[src/rtl/fifo_rd_stream.sv]
// Read-side adapter for a CDC FIFO: issues reads, captures the registered read data
// and re-presents it as a valid/ready stream via a 2-entry buffer. Option: FIFO_RD_STREAM_CNT_EN.
module fifo_rd_stream #(
  parameter int DATA_WIDTH = 8
) (
  input  logic                  clk_i,
  input  logic                  rst_i,
  input  logic                  fifo_rrdy_i,
  output logic                  fifo_re_o,
  input  logic [DATA_WIDTH-1:0] fifo_dout_i,
  output logic                  m_valid_o,
  input  logic                  m_ready_i,
  output logic [DATA_WIDTH-1:0] m_data_o
`ifdef FIFO_RD_STREAM_CNT_EN
  ,
  output logic [15:0]           words_o
`endif
);

  logic [1:0]            cnt_q, cnt_d;
  logic                  infl_q;
  logic [DATA_WIDTH-1:0] buf0_q, buf0_d;
  logic [DATA_WIDTH-1:0] buf1_q, buf1_d;
  logic                  pop_s;
  logic [2:0]            level_s;
  logic [1:0]            slot_s;

  assign pop_s     = (cnt_q != 2'd0) & m_ready_i;
  assign m_valid_o = (cnt_q != 2'd0);
  assign m_data_o  = buf0_q;

  // Occupancy after this cycle's capture and pop; gating on it keeps cnt+infl <= 2.
  always_comb begin
    level_s   = {1'b0, cnt_q} + {2'b00, infl_q} - {2'b00, pop_s};
    cnt_d     = level_s[1:0];
    fifo_re_o = ~rst_i & fifo_rrdy_i & (level_s < 3'd2);
  end

  // Shift on pop, then land the in-flight word in the first free slot.
  always_comb begin
    buf0_d = buf0_q;
    buf1_d = buf1_q;
    slot_s = cnt_q - {1'b0, pop_s};
    if (pop_s) begin
      buf0_d = buf1_q;
    end else begin
      buf0_d = buf0_q;
    end
    if (infl_q) begin
      case (slot_s)
        2'd0:    buf0_d = fifo_dout_i;
        2'd1:    buf1_d = fifo_dout_i;
        default: buf1_d = buf1_q;
      endcase
    end else begin
      buf1_d = buf1_d;
    end
  end

  // Control state; a read in flight at reset is dropped with the buffer.
  always_ff @(posedge clk_i) begin
    if (rst_i) begin
      cnt_q  <= 2'd0;
      infl_q <= 1'b0;
    end else begin
      cnt_q  <= cnt_d;
      infl_q <= fifo_re_o;
    end
  end

  // Buffer storage needs no reset: it is only observed while cnt is non-zero.
  always_ff @(posedge clk_i) begin
    buf0_q <= buf0_d;
    buf1_q <= buf1_d;
  end

`ifdef FIFO_RD_STREAM_CNT_EN
  logic [15:0] words_q, words_d;

  // Accepted-beat counter, wraps naturally at 16 bits.
  always_comb begin
    if (pop_s) begin
      words_d = words_q + 16'd1;
    end else begin
      words_d = words_q;
    end
  end

  // Counter register.
  always_ff @(posedge clk_i) begin
    if (rst_i) begin
      words_q <= 16'd0;
    end else begin
      words_q <= words_d;
    end
  end

  assign words_o = words_q;
`endif

endmodule

[config.mk]
export PLATFORM = sky130hd
export DESIGN_NAME = fifo_rd_stream
export DESIGN_NICKNAME = d
export VERILOG_FILES = /design/src/rtl/fifo_rd_stream.sv
export SDC_FILE = /design/constraint.sdc
export NUM_CORES = 1
export LEC_CHECK = 0
export ABC_AREA = 1
export CAP_MARGIN = 25
export CORE_ASPECT_RATIO = 1.25
export CORE_MARGIN = 10
export CORE_UTILIZATION = 25
export CTS_BUF_LIST = sky130_fd_sc_hd__clkbuf_16
export CTS_CLUSTER_SIZE = 20
export DETAILED_ROUTE_END_ITERATION = 10
export PLACE_DENSITY_LB_ADDON = 0.25
export REMOVE_ABC_BUFFERS = 1
export SYNTH_ARGS = -nofsm -noshare
export SYNTH_HDL_FRONTEND = slang
export SYNTH_SLANG_ARGS = --single-unit
[constraint.sdc]
create_clock -name clk_i -period 5.45 [get_ports clk_i]
set_input_delay 0.545 -clock clk_i [delete_from_list [all_inputs] [get_ports clk_i]]
set_output_delay 0.545 -clock clk_i [all_outputs]
set_load 0.1 [all_outputs]
; ---- After elaboration in Yosys (flattened, before gate mapping)
; Index checks and enable logic that the tools add are counted.
[word_totals]
register_bits = 19
in_bits = 12
output_inout_bits = 10
elab_cells = 19
[op_classes]
addsub = 3
order_cmp = 1
n_eq_ne = 1
mux = 3
bitwise_logic = 4
n_reduce_logical = 3
[op_table]
columns = op, n
row1 = $mux 8, 3
row2 = $add 2x1->3, 1
row3 = $and 1x1->1, 3
row4 = $lt 3x2->1 const B, 1
row5 = $sub 3x1->3, 1
row6 = $eq 2x1->1 const B, 1
row7 = $logic_not 2->1, 1
row8 = $reduce_and 2->1, 1
row9 = $reduce_bool 2->1, 1
row10 = $sub 2x1->2, 1
row11 = $not 1->1, 1

; ---- Longest topological paths before layout
; Gate-level depths: netlist (run 1).
[depth]
word_depth = 6
mapped_depth = 10
mapped_depth_nobuf = 10

; ---- Worst setup path after synthesis (run 1)
; No wires, ideal clock.
[synth_timing]
path_kind = register to output
from = reg cnt_q[1]
to = out fifo_re_o
arrival_time_ns = 3.740
required_time_ns = 4.905
slack_ns = 1.165
stages_incl_launch_ff = 11
path_buffers = 1
path_cell_list = dfxtp_1 > inv_2 > nand2_4 > buf_6 > nand3_1 > nand2_1 > ha_1 > fa_1 > inv_1 > nand2_1 > nor3_1
[synth_between]
elab_chain_cells = 5
elab_cells_between_ends = 6
classes_between = add/sub: 2 / order compare: 1 / bitwise: 2 / reduce/logical: 1
[synth_lines]
columns = element, line
row1 = "start, declared", 20  ; logic [1:0] cnt_q, cnt_d;
row2 = "start signal, assigned", 66  ; cnt_q <= cnt_d;
row3 = $reduce_bool 2->1, n/a
row4 = named net m_valid_o, 11  ; output logic m_valid_o,
row5 = $and 1x1->1, 28  ; assign pop_s = (cnt_q != 2'd0) & m_ready_i;
row6 = $sub 3x1->3, 34  ; level_s = {1'b0, cnt_q} + {2'b00, infl_q} - {2'b00, pop_s};
row7 = named net level_s[1], 25  ; logic [2:0] level_s;
row8 = $lt 3x2->1, 36  ; fifo_re_o = ~rst_i & fifo_rrdy_i & (level_s < 3'd2);
row9 = $and 1x1->1, 36
row10 = "end, declared", 9  ; output logic fifo_re_o,
; The timed path passes the listed nets, and every way through them passes these cells.

; ---- Worst setup path after layout (run 1)
[layout_timing]
from = in m_ready_i
to = out fifo_re_o
[layout_between]
elab_chain_cells = 4
[layout_lines]
columns = element, line
row1 = "start, declared", 12  ; input logic m_ready_i,
row2 = $and 1x1->1, 28
row3 = $sub 3x1->3, 34
row4 = named net level_s[1], 25
row5 = $lt 3x2->1, 36
row6 = $and 1x1->1, 36
; The timed path passes the listed nets, and every way through them passes these cells.

==> results of run 1 <==
## metal layers
layer	routed length, um	vias up	global-route usage, %	share of wire (%)
met5	0	-	0	0
met4	28	0	3.70	1.4
met3	74	4	2.12	3.6
met2	1130	12	12.5	55
met1	810	334	6.55	40
li1	-	362	-	-
## stage by stage
step           area [um^2]  cells  util, %
2_1_floorplan          815     94        -
3_3_place_gp          1070    152     33.2
3_5_place_dp          1080    153     33.4
4_1_cts               1150    157     35.8
5_1_grt               1150    157     35.8
6_report              1150    157     35.8
## state kept, by name (all words and copies together) (netlist names)
signal and flops:
buf1_q 8, cnt_q 2, infl_q 1, m_data_o 8
## tightest hold or removal path, stage by stage, from the launching register on
cell	delay, ps
dfxtp_1	320
nand2_1	50
nand2_1	50
nand2_1	50
nand2_1	50
## cells in the mapped netlist
master / count / area (um^2)
nand2_1: 37 / 139
nand3_1: 18 / 90.1
dfxtp_1: 11 / 220
edfxtp_1: 8 / 240
inv_1: 5 / 18.8
nor3_1: 3 / 15.0
inv_2: 2 / 7.51
nor2_1: 2 / 7.51
a21oi_1: 1 / 5.00
buf_4: 1 / 7.51
buf_6: 1 / 11.3
fa_1: 1 / 20.0
ha_1: 1 / 12.5
nand2_2: 1 / 6.26
nand2_4: 1 / 11.3
nand4_1: 1 / 6.26
nor2_2: 1 / 6.26
xnor2_1: 1 / 8.76
## cells by family after synthesis
logic type / Yosys count / synth area share (%)
buffers and inverters: 9 / 5.41
AOI/OAI and AO/OA: 1 / 0.600
adders and majority gates: 2 / 3.90
DFF: 19 / 55.3
xor gates and xnor gates: 1 / 1.05
and+or+nand+nor: 64 / 33.8
## layout make-up
class                      instances  area [um^2]
clock inverter                     1         3.75
sequential                        19          460
inverter                           7         26.3
timing repair buffer              22          215
clock buffer                       3         75.1
fill                             357         2070
tap                               37         46.3
multi-input combinational         68          328
## worst max-delay path by stage
stage	start	to	cells past startpoint
floorplan	cnt_q[1]$_SDFF_PP0_	fifo_re_o	10
global placement	m_ready_i	fifo_re_o	10
detailed placement	m_ready_i	fifo_re_o	10
CTS	m_ready_i	fifo_re_o	10
global route	m_ready_i	fifo_re_o	10
finish	m_ready_i	fifo_re_o	10
==> flow_results.xml, run 1 <==
<?xml version="1.0" encoding="UTF-8"?>
<metrics>
  <group name="run_status">
    <metric name="result_of_the_run" unit="">complete, no violations</metric>
  </group>
  <group name="floorplan">
    <metric name="floorplan.die.width" unit="um">71.6</metric>
    <metric name="pin_count" unit="">22</metric>
    <metric name="initial_utilization" unit="%">25.9</metric>
    <metric name="die_y" unit="um">84.6</metric>
    <metric name="die_area" unit="um^2">6060</metric>
    <metric name="floorplan.rows" unit="">23</metric>
    <metric name="core_area" unit="um^2">3220</metric>
  </group>
  <group name="clock_network">
    <metric name="worst_skew_pair.late_latency" unit="ps">250</metric>
    <metric name="clock_tree_root" unit="">clkbuf_16</metric>
    <metric name="max-clock-path-buffers" unit="">2</metric>
    <metric name="htreeDepth" unit="">1</metric>
    <metric name="clock_tree_from_tritoncts" unit="">built</metric>
    <metric name="postCtsSetupBuffers" unit="">0</metric>
    <metric name="post_cts_resized" unit="">0</metric>
    <metric name="numClockSinks" unit="">19</metric>
    <metric name="cts.reportedPaths.clkPinSlew" unit="ps">50</metric>
    <metric name="cts_hold_buffers" unit="">0</metric>
    <metric name="cts_inserted_buffers" unit="">3</metric>
  </group>
  <group name="critical_path">
    <metric name="kind_of_start_point_of_the_critical_path" unit="">input port</metric>
    <metric name="worst-endpoint-required" unit="ps">4910</metric>
    <metric name="cp_max_stage_cell" unit="">clkdlybuf4s50_1</metric>
    <metric name="r2r_path_end" unit="">infl_q$_SDFF_PP0_</metric>
    <metric name="r2r_cells" unit="">10</metric>
    <metric name="worstPathMaxFanout" unit="">13</metric>
    <metric name="timing.reg2reg.setup_slack" unit="ps">3510</metric>
    <metric name="critPathMostFrequentCell" unit="">nand2_1</metric>
    <metric name="path_delay_family" unit="">buffers and inverters</metric>
    <metric name="setup.worst_path.class" unit="">in -&gt; out</metric>
    <metric name="critical_path.cell_chain" unit="">clkdlybuf4s50_1 -&gt; nand2_2 -&gt; nand2_1 -&gt; nand2_1 -&gt; ha_1 -&gt; fa_1 -&gt; inv_1 -&gt; nand2_1 -&gt; nor3_1 -&gt; buf_4</metric>
    <metric name="timing.critical_path.slowest_cell_delay" unit="ps">760</metric>
    <metric name="timing.critical_path.buf_inv" unit="">3</metric>
    <metric name="cp-end-kind" unit="">output pin</metric>
    <metric name="worstPathArrival" unit="ps">2960</metric>
    <metric name="rr_startpoint" unit="">cnt_q[0]$_SDFF_PP0_</metric>
  </group>
  <group name="sta">
    <metric name="slack_of_the_critical_path" unit="ps">1940</metric>
    <metric name="final-setup-viol-count" unit="">0</metric>
    <metric name="summed_negative_setup_slack_over_all_endpoints" unit="ps">0</metric>
    <metric name="fin_worst_skew" unit="ps">1.20</metric>
    <metric name="rsz0062_at_grt" unit="">false</metric>
    <metric name="slew_headroom" unit="%">34.5</metric>
    <metric name="drv_slew" unit="">0</metric>
    <metric name="hold_ws" unit="ps">556</metric>
    <metric name="max_freq" unit="GHz">0.285</metric>
    <metric name="layout_worst_path_cycle_share" unit="%">64.4</metric>
    <metric name="tightestPinTransition" unit="ps">980</metric>
    <metric name="finalCriticalPeriod" unit="ps">3510</metric>
    <metric name="timing_hold_violations_final" unit="">0</metric>
  </group>
  <group name="placement">
    <metric name="placement.io_buffers" unit="">21</metric>
    <metric name="gp_congestion" unit="">0.698</metric>
    <metric name="worst_setup_timing_slack_at_the_placement_stage" unit="ps">1940</metric>
    <metric name="detailedPlacementHpwl" unit="um">1550</metric>
  </group>
  <group name="finish">
    <metric name="layout.cells.most_common_list" unit="">37 x nand2_1, 20 x clkdlybuf4s50_1, 18 x nand3_1</metric>
    <metric name="area_growth_syn_to_layout" unit="%">38.6</metric>
    <metric name="final_layout_size_suffix_gt1_share" unit="%">8.33</metric>
    <metric name="finish.net_count" unit="">135</metric>
    <metric name="antenna_cells_inserted" unit="">0</metric>
    <metric name="most_common_cell_after_layout_fill_and_taps_aside" unit="">nand2_1</metric>
  </group>
  <group name="route">
    <metric name="routed_wl" unit="um">2040</metric>
    <metric name="length_of_the_first_detailed_routing_pass_in_iterations" unit="">4</metric>
    <metric name="detail_route.vias_per_cell" unit="">4.54</metric>
    <metric name="detail_route.wl_per_cell" unit="um">13.0</metric>
    <metric name="dr_total_vias" unit="">712</metric>
    <metric name="drt-initial-drc-count" unit="">17</metric>
    <metric name="antenna_violating_nets_post_route" unit="">0</metric>
    <metric name="drc_errors" unit="">0</metric>
  </group>
  <group name="global_routing">
    <metric name="first_pass_grt_wire_length" unit="um">3330</metric>
    <metric name="first_global_vias" unit="">745</metric>
    <metric name="grt_max_degree" unit="">14</metric>
    <metric name="grt-ovfl-total" unit="">0</metric>
    <metric name="grt_usage" unit="%">6.83</metric>
    <metric name="grt_antenna_before_repair" unit="">0</metric>
  </group>
  <group name="logic_synthesis">
    <metric name="synth_sequential_area_ratio" unit="%">55.3</metric>
    <metric name="synth_cell_types" unit="">18</metric>
    <metric name="avg_inst_size_synth" unit="um^2">8.68</metric>
    <metric name="postSynthCellCount" unit="">96</metric>
    <metric name="mappedNetlistArea" unit="um^2">833</metric>
    <metric name="ys_seq_elements" unit="">19</metric>
    <metric name="yosys_warnings" unit="">0</metric>
  </group>
  <group name="min_path">
    <metric name="hold_path_end" unit="">m_data_o[1]$_DFF_P_</metric>
    <metric name="worst_hold_path_depth" unit="">4</metric>
    <metric name="timing.hold.worst.class" unit="">reg -&gt; reg</metric>
    <metric name="hp-start" unit="">m_data_o[1]$_DFF_P_</metric>
  </group>
  <group name="run">
    <metric name="max_cap_viol_count" unit="">0</metric>
  </group>
</metrics>
Power of run 1 is not shown: default switching activity piles up to over one toggle a cycle in this logic, so the estimate is an artifact.
==> inputs of run 2 (changes only) <==
==> constraint.sdc (replaced) <==
create_clock -name clk_i -period 3.2 [get_ports clk_i]
set_input_delay 0.32 -clock clk_i [delete_from_list [all_inputs] [get_ports clk_i]]
set_output_delay 0.32 -clock clk_i [all_outputs]
set_load 0.1 [all_outputs]
==> run 2 against run 1 <==
Net effect: die area unchanged; non-clock buffer count increased by 2; core utilization increased by 0.82 points; highest routed layer unchanged.
==> flow_results.xml, run 2 (same netlist as run 1, synthesis figures left out) <==
<?xml version="1.0" encoding="UTF-8"?>
<metrics>
  <group name="finish">
    <metric name="final_layout_size_suffix_gt1_share" unit="%">11.5</metric>
    <metric name="layout.cells.most_common_list" unit="">37 x nand2_1, 19 x clkdlybuf4s50_1, 18 x nand3_1</metric>
    <metric name="antenna_cells_inserted" unit="">0</metric>
    <metric name="most_common_cell_after_layout_fill_and_taps_aside" unit="">nand2_1</metric>
    <metric name="finalCoreUtilization" unit="%">36.6</metric>
    <metric name="area_growth_syn_to_layout" unit="%">41.7</metric>
    <metric name="finish.net_count" unit="">137</metric>
    <metric name="n_fill_cell" unit="">327</metric>
  </group>
  <group name="critical_path">
    <metric name="timing.critical_path.slowest_cell_delay" unit="ps">590</metric>
    <metric name="critPathMostFrequentCell" unit="">nand2_1</metric>
    <metric name="timing.critical_path.buf_inv" unit="">3</metric>
    <metric name="setup.worst_path.class" unit="">in -&gt; out</metric>
    <metric name="worst-endpoint-required" unit="ps">2880</metric>
    <metric name="cp_max_stage_cell" unit="">clkdlybuf4s50_1</metric>
    <metric name="kind_of_start_point_of_the_critical_path" unit="">input port</metric>
    <metric name="worstPathMaxFanout" unit="">6</metric>
    <metric name="worstSetupStartpoint" unit="">m_ready_i</metric>
    <metric name="path_delay_family" unit="">buffers and inverters</metric>
    <metric name="cp-end-kind" unit="">output pin</metric>
    <metric name="rr_startpoint" unit="">cnt_q[1]$_SDFF_PP0_</metric>
    <metric name="critical_path.cell_chain" unit="">clkdlybuf4s50_1 -&gt; nand3_1 -&gt; nand2_1 -&gt; ha_1 -&gt; fa_1 -&gt; inv_1 -&gt; nand2_1 -&gt; nor3_1 -&gt; buf_12</metric>
    <metric name="worstPathArrival" unit="ps">2440</metric>
  </group>
  <group name="route">
    <metric name="detail_route.wl_per_cell" unit="um">12.7</metric>
    <metric name="dr_total_vias" unit="">705</metric>
    <metric name="drc_errors" unit="">0</metric>
    <metric name="length_of_the_first_detailed_routing_pass_in_iterations" unit="">4</metric>
    <metric name="detail_route.vias_per_cell" unit="">4.43</metric>
    <metric name="routed_wl" unit="um">2030</metric>
    <metric name="antenna_violating_nets_post_route" unit="">0</metric>
    <metric name="drt-initial-drc-count" unit="">43</metric>
  </group>
  <group name="clock_network">
    <metric name="cts.reportedPaths.clkPinSlew" unit="ps">50</metric>
    <metric name="htreeDepth" unit="">1</metric>
    <metric name="clock_tree_from_tritoncts" unit="">built</metric>
    <metric name="numClockSinks" unit="">19</metric>
    <metric name="cts_inserted_buffers" unit="">3</metric>
    <metric name="cts_hold_buffers" unit="">0</metric>
    <metric name="post_cts_resized" unit="">0</metric>
    <metric name="worst_skew_pair.late_latency" unit="ps">250</metric>
    <metric name="postCtsSetupBuffers" unit="">0</metric>
    <metric name="clock_tree_root" unit="">clkbuf_16</metric>
    <metric name="max-clock-path-buffers" unit="">2</metric>
  </group>
  <group name="global_routing">
    <metric name="first_pass_grt_wire_length" unit="um">3380</metric>
    <metric name="first_global_vias" unit="">736</metric>
    <metric name="grt_antenna_before_repair" unit="">0</metric>
    <metric name="grt-ovfl-total" unit="">0</metric>
    <metric name="grt_max_degree" unit="">12</metric>
    <metric name="grt_usage" unit="%">7.02</metric>
  </group>
  <group name="floorplan">
    <metric name="floorplan.rows" unit="">23</metric>
    <metric name="die_area" unit="um^2">6060</metric>
    <metric name="initial_utilization" unit="%">25.9</metric>
    <metric name="floorplan.die.width" unit="um">71.6</metric>
    <metric name="core_area" unit="um^2">3220</metric>
    <metric name="pin_count" unit="">22</metric>
    <metric name="die_y" unit="um">84.6</metric>
  </group>
  <group name="run">
    <metric name="max_cap_viol_count" unit="">0</metric>
  </group>
  <group name="sta">
    <metric name="rsz0062_at_grt" unit="">false</metric>
    <metric name="max_freq" unit="GHz">0.363</metric>
    <metric name="fin_worst_skew" unit="ps">3.77</metric>
    <metric name="slack_of_the_critical_path" unit="ps">443</metric>
    <metric name="final-setup-viol-count" unit="">0</metric>
    <metric name="timing_hold_violations_final" unit="">0</metric>
    <metric name="tightestPinTransition" unit="ps">971</metric>
    <metric name="drv_slew" unit="">0</metric>
    <metric name="layout_worst_path_cycle_share" unit="%">86.1</metric>
    <metric name="slew_headroom" unit="%">35.1</metric>
    <metric name="finalCriticalPeriod" unit="ps">2760</metric>
  </group>
  <group name="run_status">
    <metric name="result_of_the_run" unit="">complete, no violations</metric>
  </group>
  <group name="placement">
    <metric name="placement.io_buffers" unit="">21</metric>
    <metric name="worst_setup_timing_slack_at_the_placement_stage" unit="ps">473</metric>
    <metric name="gp_congestion" unit="">0.709</metric>
    <metric name="detailedPlacementHpwl" unit="um">1500</metric>
  </group>
  <group name="min_path">
    <metric name="hp-start" unit="">m_data_o[1]$_DFF_P_</metric>
    <metric name="timing.hold.worst.class" unit="">reg -&gt; reg</metric>
  </group>
</metrics>
==> run 2: path summary, 6_finish.rpt <==
kind	slack, ps	to	cells past startpoint
worst min-delay path	540	m_data_o[1]$_DFF_P_	4
worst max register to register	1390	infl_q$_SDFF_PP0_	9
worst max-delay path	440	fifo_re_o	9
worst min register to register	540	m_data_o[1]$_DFF_P_	4
==> run 2: final cells by class <==
cell class	instances	area, um^2	area share (%)
well taps	37	46.3	3.92
repair buffers	24	240	20.3
inverters	7	26.3	2.22
clock inverters	1	5.00	0.424
flip-flops and latches	19	460	39.0
multi-input cells	68	328	27.8
clock buffers	3	75.1	6.36
==> run 2: routing by layer <==
metal	GRT usage, %	wire length (um)	vias to the layer above	part of all wire (%)
li1	-	-	371	-
met2	12.2	1080	14	53
met1	6.89	811	316	40
met4	4.23	34	0	1.7
met5	0	0	-	0
met3	2.47	100	4	4.9
==> run 2: stage by stage <==
step                      TNS, ps  hold slack, ps  instances  cell area (um^2)
after CTS                       0             548        159              1180
after floorplan              -941             391         94               815
final                           0             545        159              1180
after global placement          0             532        155              1100
after global routing            0             580        159              1180
after detailed placement        0             534        155              1100
==> run 2: tightest hold or removal path, cell delays in order, from the launching register on <==
cell	delay [ps]
dfxtp_1	320
nand2_1	50
nand2_1	50
nand2_1	50
nand2_1	50
Power of run 2 is left out for the same reason.
==> RTL edit 1: new RTL, flow settings as in run 1 <==
The parameter `DATA_WIDTH` goes from 8 to 9.
--- a/src/rtl/fifo_rd_stream.sv
+++ b/src/rtl/fifo_rd_stream.sv
@@ -1,7 +1,7 @@
 // Read-side adapter for a CDC FIFO: issues reads, captures the registered read data
 // and re-presents it as a valid/ready stream via a 2-entry buffer. Option: FIFO_RD_STREAM_CNT_EN.
 module fifo_rd_stream #(
-  parameter int DATA_WIDTH = 8
+  parameter int DATA_WIDTH = 9
 ) (
   input  logic                  clk_i,
   input  logic                  rst_i,
Interface: changed (resized fifo_dout_i and m_data_o); port bits go from 22 to 24. No check against the original RTL was run, so the function may have changed too.
==> RTL edit 1 against run 1 <==
Via count grew 7.2%. Final cell count grew 7.6%. Sequential cell count grew 2. Setup slack lost 53 ps. Sequential share of layout area grew 0.81 points. Synthesized cell count grew 8.3%. Area after synthesis grew 8.9%. Final area grew 8.7%. Wire length grew 11%. Global-route usage grew 0.52 points. Critical endpoint unchanged. Highest routed layer unchanged.
Power is not shown: default switching activity piles up to over one toggle a cycle in this logic, so the estimate is an artifact.
==> RTL edit 1: results (changes against run 1) <==
[route]
drtPass1Iterations=4  ; unchanged
first_iter_violations=33  ; +16
drtAntennaViolNets=0  ; unchanged
wl_per_cell_um=13.4  ; +2.8%
viasPerCell=4.51  ; -0.45%

[critical_path]
critPathMaxStageDelay_ps=770
cp.arrival_ps=3020  ; +60 ps
crit_path_max_fanout=14  ; +1
cpMaxStageDelayCell=clkdlybuf4s50_1

[clock_tree]
cts_max_path_buffers=2  ; unchanged
ctsRootBufferMaster=clkbuf_16
path_clk_slew_ps=50  ; about the same
cts_buffers=3  ; unchanged
postCtsSetupBuffers=0  ; unchanged
cts_max_level=1  ; unchanged
ctsResizeCount=0  ; unchanged
insertion_delay_ps=250  ; about the same

[hold_path]
hold_class=reg -> reg

[logic_synthesis]
synth_commonest_cells=nand2_1 (41), nand3_1 (20), dfxtp_1 (12)
synth_edf_count=9  ; +1
yosys-top-cells-area=edfxtp_1 (30%), dfxtp_1 (26%), nand2_1 (17%), nand3_1 (11%), fa_1 (2.2%)
ys_types=17  ; -1
yosys_warnings=0  ; unchanged
yosysSeqAreaShare=0.563  ; +0.0102
async_flop_share=0  ; unchanged
ys.flop_type=dfxtp_1

[placement]
io_buffer_count=23  ; +9.5%
place_hpwl_mm=1.71  ; +11%
place_ws_ps=1870  ; -62.9 ps
gp_congestion=0.716  ; +2.6%

[grt]
grt_start_max_net_pins=15  ; +1
gr-usage-met2=0.127  ; +0.00273
gr-usage-all-layers=0.0735  ; +0.00521
antenna_found_initial=0  ; unchanged
met1_usage=0.0802  ; +0.0147
use_met3=0.0217  ; +0.000488
grt_pass1_vias=816  ; +9.5%
grt_pass1_wl_mm=3.73  ; +12%

[layout]
n_antenna_cell=0  ; unchanged
nets=146  ; +8.1%
drive_above_1_share=0.0923  ; +0.00897

[status]
outcome=completed

[run]
cap_violations=0  ; unchanged

[timing]
fin_skew_ps=6.89  ; +5.68 ps
worst_slew_pin_slew_ps=972  ; -8.44 ps

[RTL edit 1: logic make-up after synthesis]
kind of cell    Yosys count  synth area share
simple gates             70             0.339
compound gates            1           0.00551
flops                    21             0.563
buf+inv                   9            0.0469
fa+ha+maj                 2            0.0359
xor+xnor                  1           0.00966
[RTL edit 1: critical path: cells and delay by family]
kind	cells	cell delay, ps
buffers and inverters	3	1180
adders and majority gates	2	620
and+or+nand+nor	5	650
[RTL edit 1: final timing paths]
path / cells after the start / to / slack, ps / from
hold reg to reg: 4 / m_data_o[4]$_DFF_P_ / 550 / m_data_o[4]$_DFF_P_
setup / recovery: 10 / fifo_re_o / 1890 / m_ready_i
setup reg to reg: 10 / infl_q$_SDFF_PP0_ / 3390 / cnt_q[1]$_SDFF_PP0_
hold / removal: 4 / m_data_o[4]$_DFF_P_ / 550 / m_data_o[4]$_DFF_P_
[RTL edit 1: final cells by class]
type                            instances  area [sq um]
Clock inverter                          1          5.00
Clock buffer                            3          75.1
Sequential cell                        21           510
Inverter                                7          26.3
Timing Repair Buffer                   24           235
Tap cell                               39          48.8
Multi-Input combinational cell         74           354
Fill cell                             356          2230
[RTL edit 1: per-layer routing]
layer	vias up	part of all wire
met3	2	0.050
met5	-	0
met2	14	0.53
met4	0	0.0053
li1	394	-
met1	353	0.41
[RTL edit 1: stage by stage]
step	hold WS, ps	instance area, sq um	std cells
after global routing	589	1250	169
after global placement	541	1170	165
final	553	1250	169
after floorplan	539	891	102
after CTS	555	1250	169
after detailed placement	543	1170	165
==> RTL edit 2: new RTL, config.mk and constraints of run 1 <==
Made on the original files. Build with the macro `FIFO_RD_STREAM_CNT_EN` defined.
--- a/src/rtl/fifo_rd_stream.sv
+++ b/src/rtl/fifo_rd_stream.sv
@@ -1,5 +1,7 @@
 // Read-side adapter for a CDC FIFO: issues reads, captures the registered read data
 // and re-presents it as a valid/ready stream via a 2-entry buffer. Option: FIFO_RD_STREAM_CNT_EN.
+`define FIFO_RD_STREAM_CNT_EN
+
 module fifo_rd_stream #(
   parameter int DATA_WIDTH = 8
 ) (
Check against the original RTL (old outputs only; new: words_o): equivalent (Yosys induction, for registers that start in step).
==> RTL edit 2 against run 1 <==
Sequential cell count increased by 16. Final area increased by 90%. Register-to-register slack got worse by 130 ps. Area after synthesis increased by 92%. Global-route usage increased by 0.96 points. Maximum frequency increased by 2.7%. Setup slack improved by 93 ps. Wire length increased by 84%. Synthesized cell count increased by 110%.
==> RTL edit 2: results (changes against run 1) <==
[logic_synthesis]
synth_commonest_cells=nand2_1 (42), nor2_1 (36), dfxtp_1 (27)
yosys-top-cells-area=dfxtp_1 (34%), edfxtp_1 (15%), nand2_1 (9.9%), nor2_1 (8.4%), inv_1 (4.7%)
yosysSeqAreaShare=0.488  ; -0.0647
async_flop_share=0  ; unchanged

[route]
wl_met1_mm=1.66  ; +100%
wl_met2_mm=1.76  ; +56%
wl_per_cell_um=11.5  ; -11%
highest_layer=met4
viasPerCell=4.20  ; -7.3%
met3WireLength_um=262  ; +250%
first_iter_violations=112  ; +95

[grt]
grt_start_max_net_pins=20  ; +6
gr-usage-all-layers=0.0780  ; +0.00964
met1_usage=0.0881  ; +0.0225
grt_pass1_wl_mm=6.34  ; +90%
gr-usage-met2=0.127  ; +0.00256

[status]
outcome=completed

[critical_path]
crit_path_max_fanout=19  ; +6
cp.arrival_ps=2870  ; -90 ps
r2r-end=buf1_q[6]$_DFFE_PP_
r2r_setup_slack_ps=3380  ; -130 ps
rr_worst_depth=6  ; -4

[clock_tree]
cts_buffers=5  ; +2
insertion_delay_ps=280  ; +30 ps
cts_max_level=2  ; +1

[layout]
nets=255  ; +89%
drive_above_1_share=0.108  ; +0.0246
n_fill_cell=670  ; +88%

[timing]
fin_skew_ps=4.68  ; +3.47 ps
hold_slack_ps=488  ; -67.2 ps
fmaxAchievable_mhz=293  ; +2.7%
worst_slew_pin_slew_ps=986  ; +6.14 ps

[placement]
place_ws_ps=2010  ; +69.6 ps
io_buffer_count=37  ; +76%
place_hpwl_mm=2.79  ; +80%
place_area_sq_um=2050  ; +91%
gp_congestion=0.790  ; +13%

[hold_path]
hold_start=m_data_o[4]$_DFF_P_
min_to=m_data_o[4]$_DFF_P_
min_delay_path_depth=2  ; -2

RTL edit 2: cell types whose count changed after synthesis, sizes merged, moves of 2 or more:
cell	before	now
dfxtp	11	27
nor2	3	42
a31oi	0	8
o21bai	0	2
nor3	3	1
a21oi	1	8
o21ai	0	7
nand2	39	48
inv	7	23
nand3	18	12
RTL edit 2: area by class of cell:
type / count / area share
well taps: 85 / 0.0484
clock buffers: 5 / 0.0569
flip-flops and latches: 35 / 0.355
clock inverters: 3 / 0.0108
repair buffers: 37 / 0.167
multi-input cells: 138 / 0.320
inverters: 23 / 0.0415
RTL edit 2: logic make-up (layout without fill, tap and decap cells):
family / Yosys count / after routing / synth area share
AND/OR/NAND/NOR: 107 / 107 / 0.302
flip-flops: 35 / 35 / 0.488
buffers and inverters: 27 / 68 / 0.0758
AO/OA/AOI/OAI: 26 / 26 / 0.0954
adder cells (fa/ha/maj): 3 / 3 / 0.0281
XOR/XNOR: 2 / 2 / 0.0109
RTL edit 2: power by group through the flow:
stage                     logic [uW]  clock network, uW  registers, uW
after floorplan                  161                  0            618
after global placement           550                  0            359
after detailed placement         550                  0            357
after CTS                        552                292            353
after global routing             578                303            358
final                            546                285            353
RTL edit 2: worst max-delay path: cells and delay by family:
family / cells / cell delay [ps]
adder cells (fa/ha/maj): 2 / 550
buffers and inverters: 4 / 1150
AND/OR/NAND/NOR: 5 / 600
RTL edit 2: metrics by stage:
stage | cells | power (uW) | utilization
2_1_floorplan | 196 | 779 | -
3_3_place_gp | 318 | 909 | 0.330
3_5_place_dp | 318 | 907 | 0.330
4_1_cts | 326 | 1200 | 0.354
5_1_grt | 326 | 1240 | 0.354
6_report | 326 | 1180 | 0.354
